<file path="config.mk">
export PLATFORM = sky130hd
export DESIGN_NAME = cpu_fetch
export DESIGN_NICKNAME = d
export VERILOG_FILES = /design/src/rtl/cpu_fetch.sv
export SDC_FILE = /design/constraint.sdc
export NUM_CORES = 1
export LEC_CHECK = 0
export BUFFER_PORTS_ARGS = -buffer_cell sky130_fd_sc_hd__buf_2
export CAP_MARGIN = 20
export CORE_MARGIN = 3
export CORE_UTILIZATION = 60
export CTS_BUF_LIST = sky130_fd_sc_hd__clkbuf_2 sky130_fd_sc_hd__clkbuf_4 sky130_fd_sc_hd__clkbuf_8
export CTS_CLUSTER_SIZE = 8
export DETAILED_ROUTE_END_ITERATION = 8
export PLACE_DENSITY = 0.82
export SKIP_LAST_GASP = 1
export SLEW_MARGIN = 20
export SYNTH_ARGS = -nofsm -noshare
export SYNTH_HDL_FRONTEND = slang
export SYNTH_SLANG_ARGS = --single-unit
</file>
<file path="constraint.sdc">
create_clock -name clk -period 4.1 [get_ports clk]
set_input_delay 1.025 -clock clk [delete_from_list [all_inputs] [get_ports clk]]
set_output_delay 1.025 -clock clk [all_outputs]
set_load 0.005 [all_outputs]
</file>
<file path="src/rtl/cpu_fetch.sv">
// cpu_fetch -- instruction fetch unit with an in-order prefetch buffer.
//
// Purpose:
//   Issues sequential word-aligned fetch requests to instruction memory and
//   buffers the returned words, each tagged with its address, in a small FIFO
//   for the decode stage. A redirect flushes the buffer and restarts fetch at a
//   new address. Responses to requests that were still outstanding at the
//   redirect are counted and silently discarded when they come back.
//
// Parameters:
//   ADDR_W      instruction address width (16..32)
//   FIFO_DEPTH  prefetch buffer entries (power of two, >= 2)
//   RESET_PC    first fetch address after reset (bits [1:0] zero)
//
// Ports:
//   clk, rst_n                     clock and synchronous active-low reset
//   redirect_valid, redirect_pc    flush and restart fetch at redirect_pc
//   imem_req_valid/ready/addr      fetch request handshake
//   imem_rsp_valid/data            in-order instruction responses
//   inst_valid/ready, inst, inst_pc  head of the prefetch buffer
//   perf_bubble_cnt                (only with CPU_FETCH_PERF_EN) cycles with no
//                                  instruction offered and no redirect
//
// Optional feature macro: CPU_FETCH_PERF_EN
module cpu_fetch #(
  parameter int unsigned ADDR_W     = 32,
  parameter int unsigned FIFO_DEPTH = 4,
  parameter logic [31:0] RESET_PC   = 32'h0000_0000
) (
  input  logic              clk,
  input  logic              rst_n,
  input  logic              redirect_valid,
  input  logic [ADDR_W-1:0] redirect_pc,
  output logic              imem_req_valid,
  output logic [ADDR_W-1:0] imem_req_addr,
  input  logic              imem_req_ready,
  input  logic              imem_rsp_valid,
  input  logic [31:0]       imem_rsp_data,
  output logic              inst_valid,
  output logic [31:0]       inst,
  output logic [ADDR_W-1:0] inst_pc,
  input  logic              inst_ready
`ifdef CPU_FETCH_PERF_EN
  ,
  output logic [31:0]       perf_bubble_cnt
`endif
);

  localparam int PW = $clog2(FIFO_DEPTH);
  localparam int CW = PW + 1;

  logic [ADDR_W-1:0] fetch_pc_q, fetch_pc_d;
  // Address of the next response that will be kept; requests between
  // redirects are sequential, so this simply follows the kept responses.
  logic [ADDR_W-1:0] rsp_pc_q, rsp_pc_d;
  logic [CW-1:0]     count_q, count_d;
  logic [CW-1:0]     inflight_q, inflight_d;
  logic [CW-1:0]     drop_q, drop_d;
  logic [PW-1:0]     head_q, head_d;
  logic [PW-1:0]     tail_q, tail_d;

  logic [31:0]       data_mem [FIFO_DEPTH];
  logic [ADDR_W-1:0] pc_mem   [FIFO_DEPTH];

  logic              credit_ok;
  logic              req_fire;
  logic              rsp_drop;
  logic              push;
  logic              pop;
  logic [ADDR_W-1:0] redirect_aligned;

  // Buffered plus outstanding words never exceed the buffer size, so every
  // response that is kept always finds a free slot.
  assign credit_ok        = ({1'b0, count_q} + {1'b0, inflight_q}) < (CW+1)'(FIFO_DEPTH);
  assign imem_req_valid   = rst_n && !redirect_valid && credit_ok;
  assign imem_req_addr    = fetch_pc_q;
  assign req_fire         = imem_req_valid && imem_req_ready;
  assign rsp_drop         = imem_rsp_valid && (drop_q != '0);
  assign push             = imem_rsp_valid && (drop_q == '0) && !redirect_valid;
  assign inst_valid       = (count_q != '0) && !redirect_valid;
  assign pop              = inst_valid && inst_ready;
  assign redirect_aligned = redirect_pc & ~ADDR_W'(3);

  // Outputs read straight from registered storage; gated to zero when empty.
  assign inst    = (count_q != '0) ? data_mem[head_q] : 32'h0;
  assign inst_pc = (count_q != '0) ? pc_mem[head_q]   : '0;

  always_comb begin
    fetch_pc_d = fetch_pc_q;
    rsp_pc_d   = rsp_pc_q;
    count_d    = count_q;
    head_d     = head_q;
    tail_d     = tail_q;
    drop_d     = drop_q;
    // Every response retires one outstanding request, kept or dropped.
    inflight_d = inflight_q + CW'(req_fire) - CW'(imem_rsp_valid);

    if (req_fire) begin
      fetch_pc_d = fetch_pc_q + ADDR_W'(4);
    end

    if (redirect_valid) begin
      fetch_pc_d = redirect_aligned;
      rsp_pc_d   = redirect_aligned;
      count_d    = '0;
      head_d     = '0;
      tail_d     = '0;
      // Everything still outstanding after this edge belongs to the old
      // stream, including words owed from earlier redirects.
      drop_d     = inflight_d;
    end else begin
      if (rsp_drop) begin
        drop_d = drop_q - CW'(1);
      end
      if (push) begin
        tail_d   = tail_q + PW'(1);
        rsp_pc_d = rsp_pc_q + ADDR_W'(4);
      end
      if (pop) begin
        head_d = head_q + PW'(1);
      end
      count_d = count_q + CW'(push) - CW'(pop);
    end
  end

  always_ff @(posedge clk) begin
    if (!rst_n) begin
      fetch_pc_q <= RESET_PC[ADDR_W-1:0];
      rsp_pc_q   <= RESET_PC[ADDR_W-1:0];
      count_q    <= '0;
      inflight_q <= '0;
      drop_q     <= '0;
      head_q     <= '0;
      tail_q     <= '0;
    end else begin
      fetch_pc_q <= fetch_pc_d;
      rsp_pc_q   <= rsp_pc_d;
      count_q    <= count_d;
      inflight_q <= inflight_d;
      drop_q     <= drop_d;
      head_q     <= head_d;
      tail_q     <= tail_d;
    end
  end

  // Storage needs no reset: outputs are masked while the buffer is empty.
  always_ff @(posedge clk) begin
    if (rst_n && push) begin
      data_mem[tail_q] <= imem_rsp_data;
      pc_mem[tail_q]   <= rsp_pc_q;
    end
  end

`ifdef CPU_FETCH_PERF_EN
  always_ff @(posedge clk) begin
    if (!rst_n) begin
      perf_bubble_cnt <= 32'h0;
    end else if (!inst_valid && !redirect_valid) begin
      perf_bubble_cnt <= perf_bubble_cnt + 32'h1;
    end
  end
`endif

endmodule

</file>
==> flow_metrics.tcl <==
set metrics [dict create \
    status "completed" \
    wirelength_um 27800 \
    start_util_pct 61.6 \
    hold_class "reg2reg" \
    clockPowerShare_pct 37.9 \
    area_delta_synth_final_pct 15.8 \
    cts_max_level 2 \
    yosys.area.top_type "edfxtp_1" \
    rows 54 \
    cp.required_ps 3070 \
    clk_pin_slew_ps 60 \
    setup-violations-final 0 \
    ys_ff_latch 323 \
    crit_fanout 27 \
    numCtsBuffers 50 \
    firstDrtPassIters 5 \
    start_kind "flip-flop" \
    tns_ps 0 \
    dpl.hpwl_um 18000 \
    finalPower_mw 6.88 \
    drt_iter0_drc 651 \
    antenna_left 0 \
    preCtsSetupSlack_ps 897 \
    post-route-min-period_ps 3340 \
    seq_area_um2 8950 \
    syn_area_um2 13600 \
    seq_power_share_pct 54.3 \
    synth_cells 902 \
    rsz0062_at_grt "no" \
    r2r_end "drop_q[2]" \
    holdBufCountCts 0 \
    fin_worst_skew_ps 21.4 \
    synth_ff_type "edfxtp_1" \
    drive_gt1_share_pct 31.0 \
    io_pins 168 \
    synth_area_per_cell_um2 15.0 \
    synth.distinct_cells 61 \
    fin_crit_sh_pct 81.4 \
    end_kind "output pin" \
    finalWorstSetupSlack_ps 764 \
    n_antenna_cell 0 \
    grt_util_all_layers_pct 22.8 \
    whs_ps 516 \
    vias_per_cell 6.02 \
    antenna_found_initial 0 \
    fillers 1409 \
    cts_tree "built" \
    cts-resized-gates 0 \
    cts_root_buf "clkbuf_8" \
    drv_cap 0 \
    worstSkewPairLatency_ps 560 \
    ys_top_cells_by_area "edfxtp_1 (55%), dfxtp_1 (11%), mux4_2 (10%)" \
    grt_pass1_wl_um 44100 \
    timing.slew.headroom_pct 26.0 \
    wl_per_cell_um 19.9 \
    power.density_nw_per_um2 438 \
    max_slew.worst_pin.slew_ps 1100 \
    p_switching_mw 1.53 \
    die_h_um 156 \
    synth_edf_count 248 \
    grt-ovfl-total 0 \
    io_buffers 161 \
    ys_seq_area_share_pct 65.9 \
    clock-sinks 323 \
    r2r-start "count_q[2]" \
    drv_slew 0 \
    hold_violations 0 \
    critPathKind "reg2out" \
    die-area_um2 24500 \
    fin_nets 1173 \
    crit_arrival_ps 2310 \
    vias 8428 \
    setup.worst_path.end "inst[30]" \
    power_frac_comb_pct 7.7 \
    coreArea_um2 22000 \
    grt_pass1_vias 8441 \
    async_reset_ff_share_pct 0 \
    final_cell_mix "edfxtp_1 (248), buf_2 (161), dfxtp_1 (73)" \
    clockBufferDepth 3 \
    r2r_cells 12 \
    ff2ff_setup_slack_ps 1370 \
    drc 0 \
    cell_internal_pwr_mw 5.35 \
    p_leak_nw 5.52 \
    multi_input_area_um2 4330 \
    vdd_ir_drop_max_mv 0.242 \
    ys_warn_count 0 \
    placedCellCount 1315 \
    cts_setup_buffers 0 \
    die_width_um 156 \
    max_freq_ghz 0.300 \
    synth_top_cell_area_share_pct 54.9 \
    mostFrequentLayoutCell "edfxtp_1" \
    gp_congestion 0.909 \
    instances_no_fill 1400 \
    p_sw_share_pct 22.3 \
    grt_max_degree 64 \
    min_from "tail_q[0]" \
]
==> synth_stat cells (5+ instances only) <==
cell	number
xnor2_1	33
nor2b_1	62
and4_1	6
dfxtp_1	75
xor2_1	12
a22oi_1	7
nand2_1	42
nand4_1	19
buf_4	5
nor3_1	20
edfxtp_1	248
ha_1	14
a21oi_1	42
nor4_1	9
nor2_1	28
o22ai_1	7
inv_1	21
clkbuf_1	33
and2_1	9
nand3_1	27
and3_1	10
o21ai_0	28
a31oi_1	6
buf_2	7
nor4_4	5
mux4_2	62
==> state kept, by name, summed over array words and instances, names as in the netlist, named ones only <==
| name | count |
|---|---|
| rsp_pc_q | 30 |
| data_mem | 128 |
| count_q | 3 |
| drop_q | 3 |
| pc_mem | 120 |
| head_q | 2 |
| inflight_q | 3 |
| imem_req_addr | 30 |
| tail_q | 2 |
==> metal layers <==
layer  part of all wire (%)  wire (µm)  GRT usage (%)
met1                     42      11700           32.3
met2                     47      13200           36.5
met3                    8.8       2440           4.51
met4                    1.8        505           7.25
met5                      0          0              0
==> how the worst min path moves through the flow <==
stage | endpoint | slack, ps | cells after the start
final | tail_q[0] | 520 | 2
after global routing | tail_q[0] | 550 | 2
after CTS | tail_q[1] | 520 | 2
after detailed placement | tail_q[1] | 500 | 2
after global placement | tail_q[1] | 480 | 2
after floorplan | tail_q[0] | 470 | 2
==> cell type report <==
type | instances | area share [%]
sequential | 323 | 57.0
multi-input combinational | 510 | 27.6
timing repair buffer | 179 | 6.38
clock buffer | 80 | 6.13
tap | 280 | 2.23
inverter | 23 | 0.549
clock inverter | 5 | 0.183
==> stage by stage <==
stage          util (%)  instance area [µm²]
2_1_floorplan         -                13600
3_3_place_gp       66.9                14700
3_5_place_dp       66.9                14700
4_1_cts            71.4                15700
5_1_grt            71.4                15700
6_report           71.4                15700
==> power by group through the flow <==
stage	Combinational [mW]	Clock, mW	Sequential (mW)
2_1_floorplan	0.340	0	3.77
3_3_place_gp	0.520	0	3.80
3_5_place_dp	0.534	0	3.80
4_1_cts	0.536	2.66	3.74
5_1_grt	0.592	2.81	3.75
6_report	0.532	2.61	3.74
==> worst max-delay path, cell delays in order, from the launching register on <==
cell and delay, ps:
dfxtp_4 560, buf_12 290, mux4_2 550, nor2b_1 170
buf_2 180
==> cells by family after synthesis <==
group	Yosys count	share of synthesized area, %
AND/OR/NAND/NOR	261	11.5
buffers and inverters	72	2.30
XOR/XNOR	45	2.90
other	1	0.0276
flip-flops	323	65.9
AO/OA/AOI/OAI	118	5.18
multiplexers	66	10.6
adder cells (fa/ha/maj)	16	1.59
(Power assumes the default switching activity.)
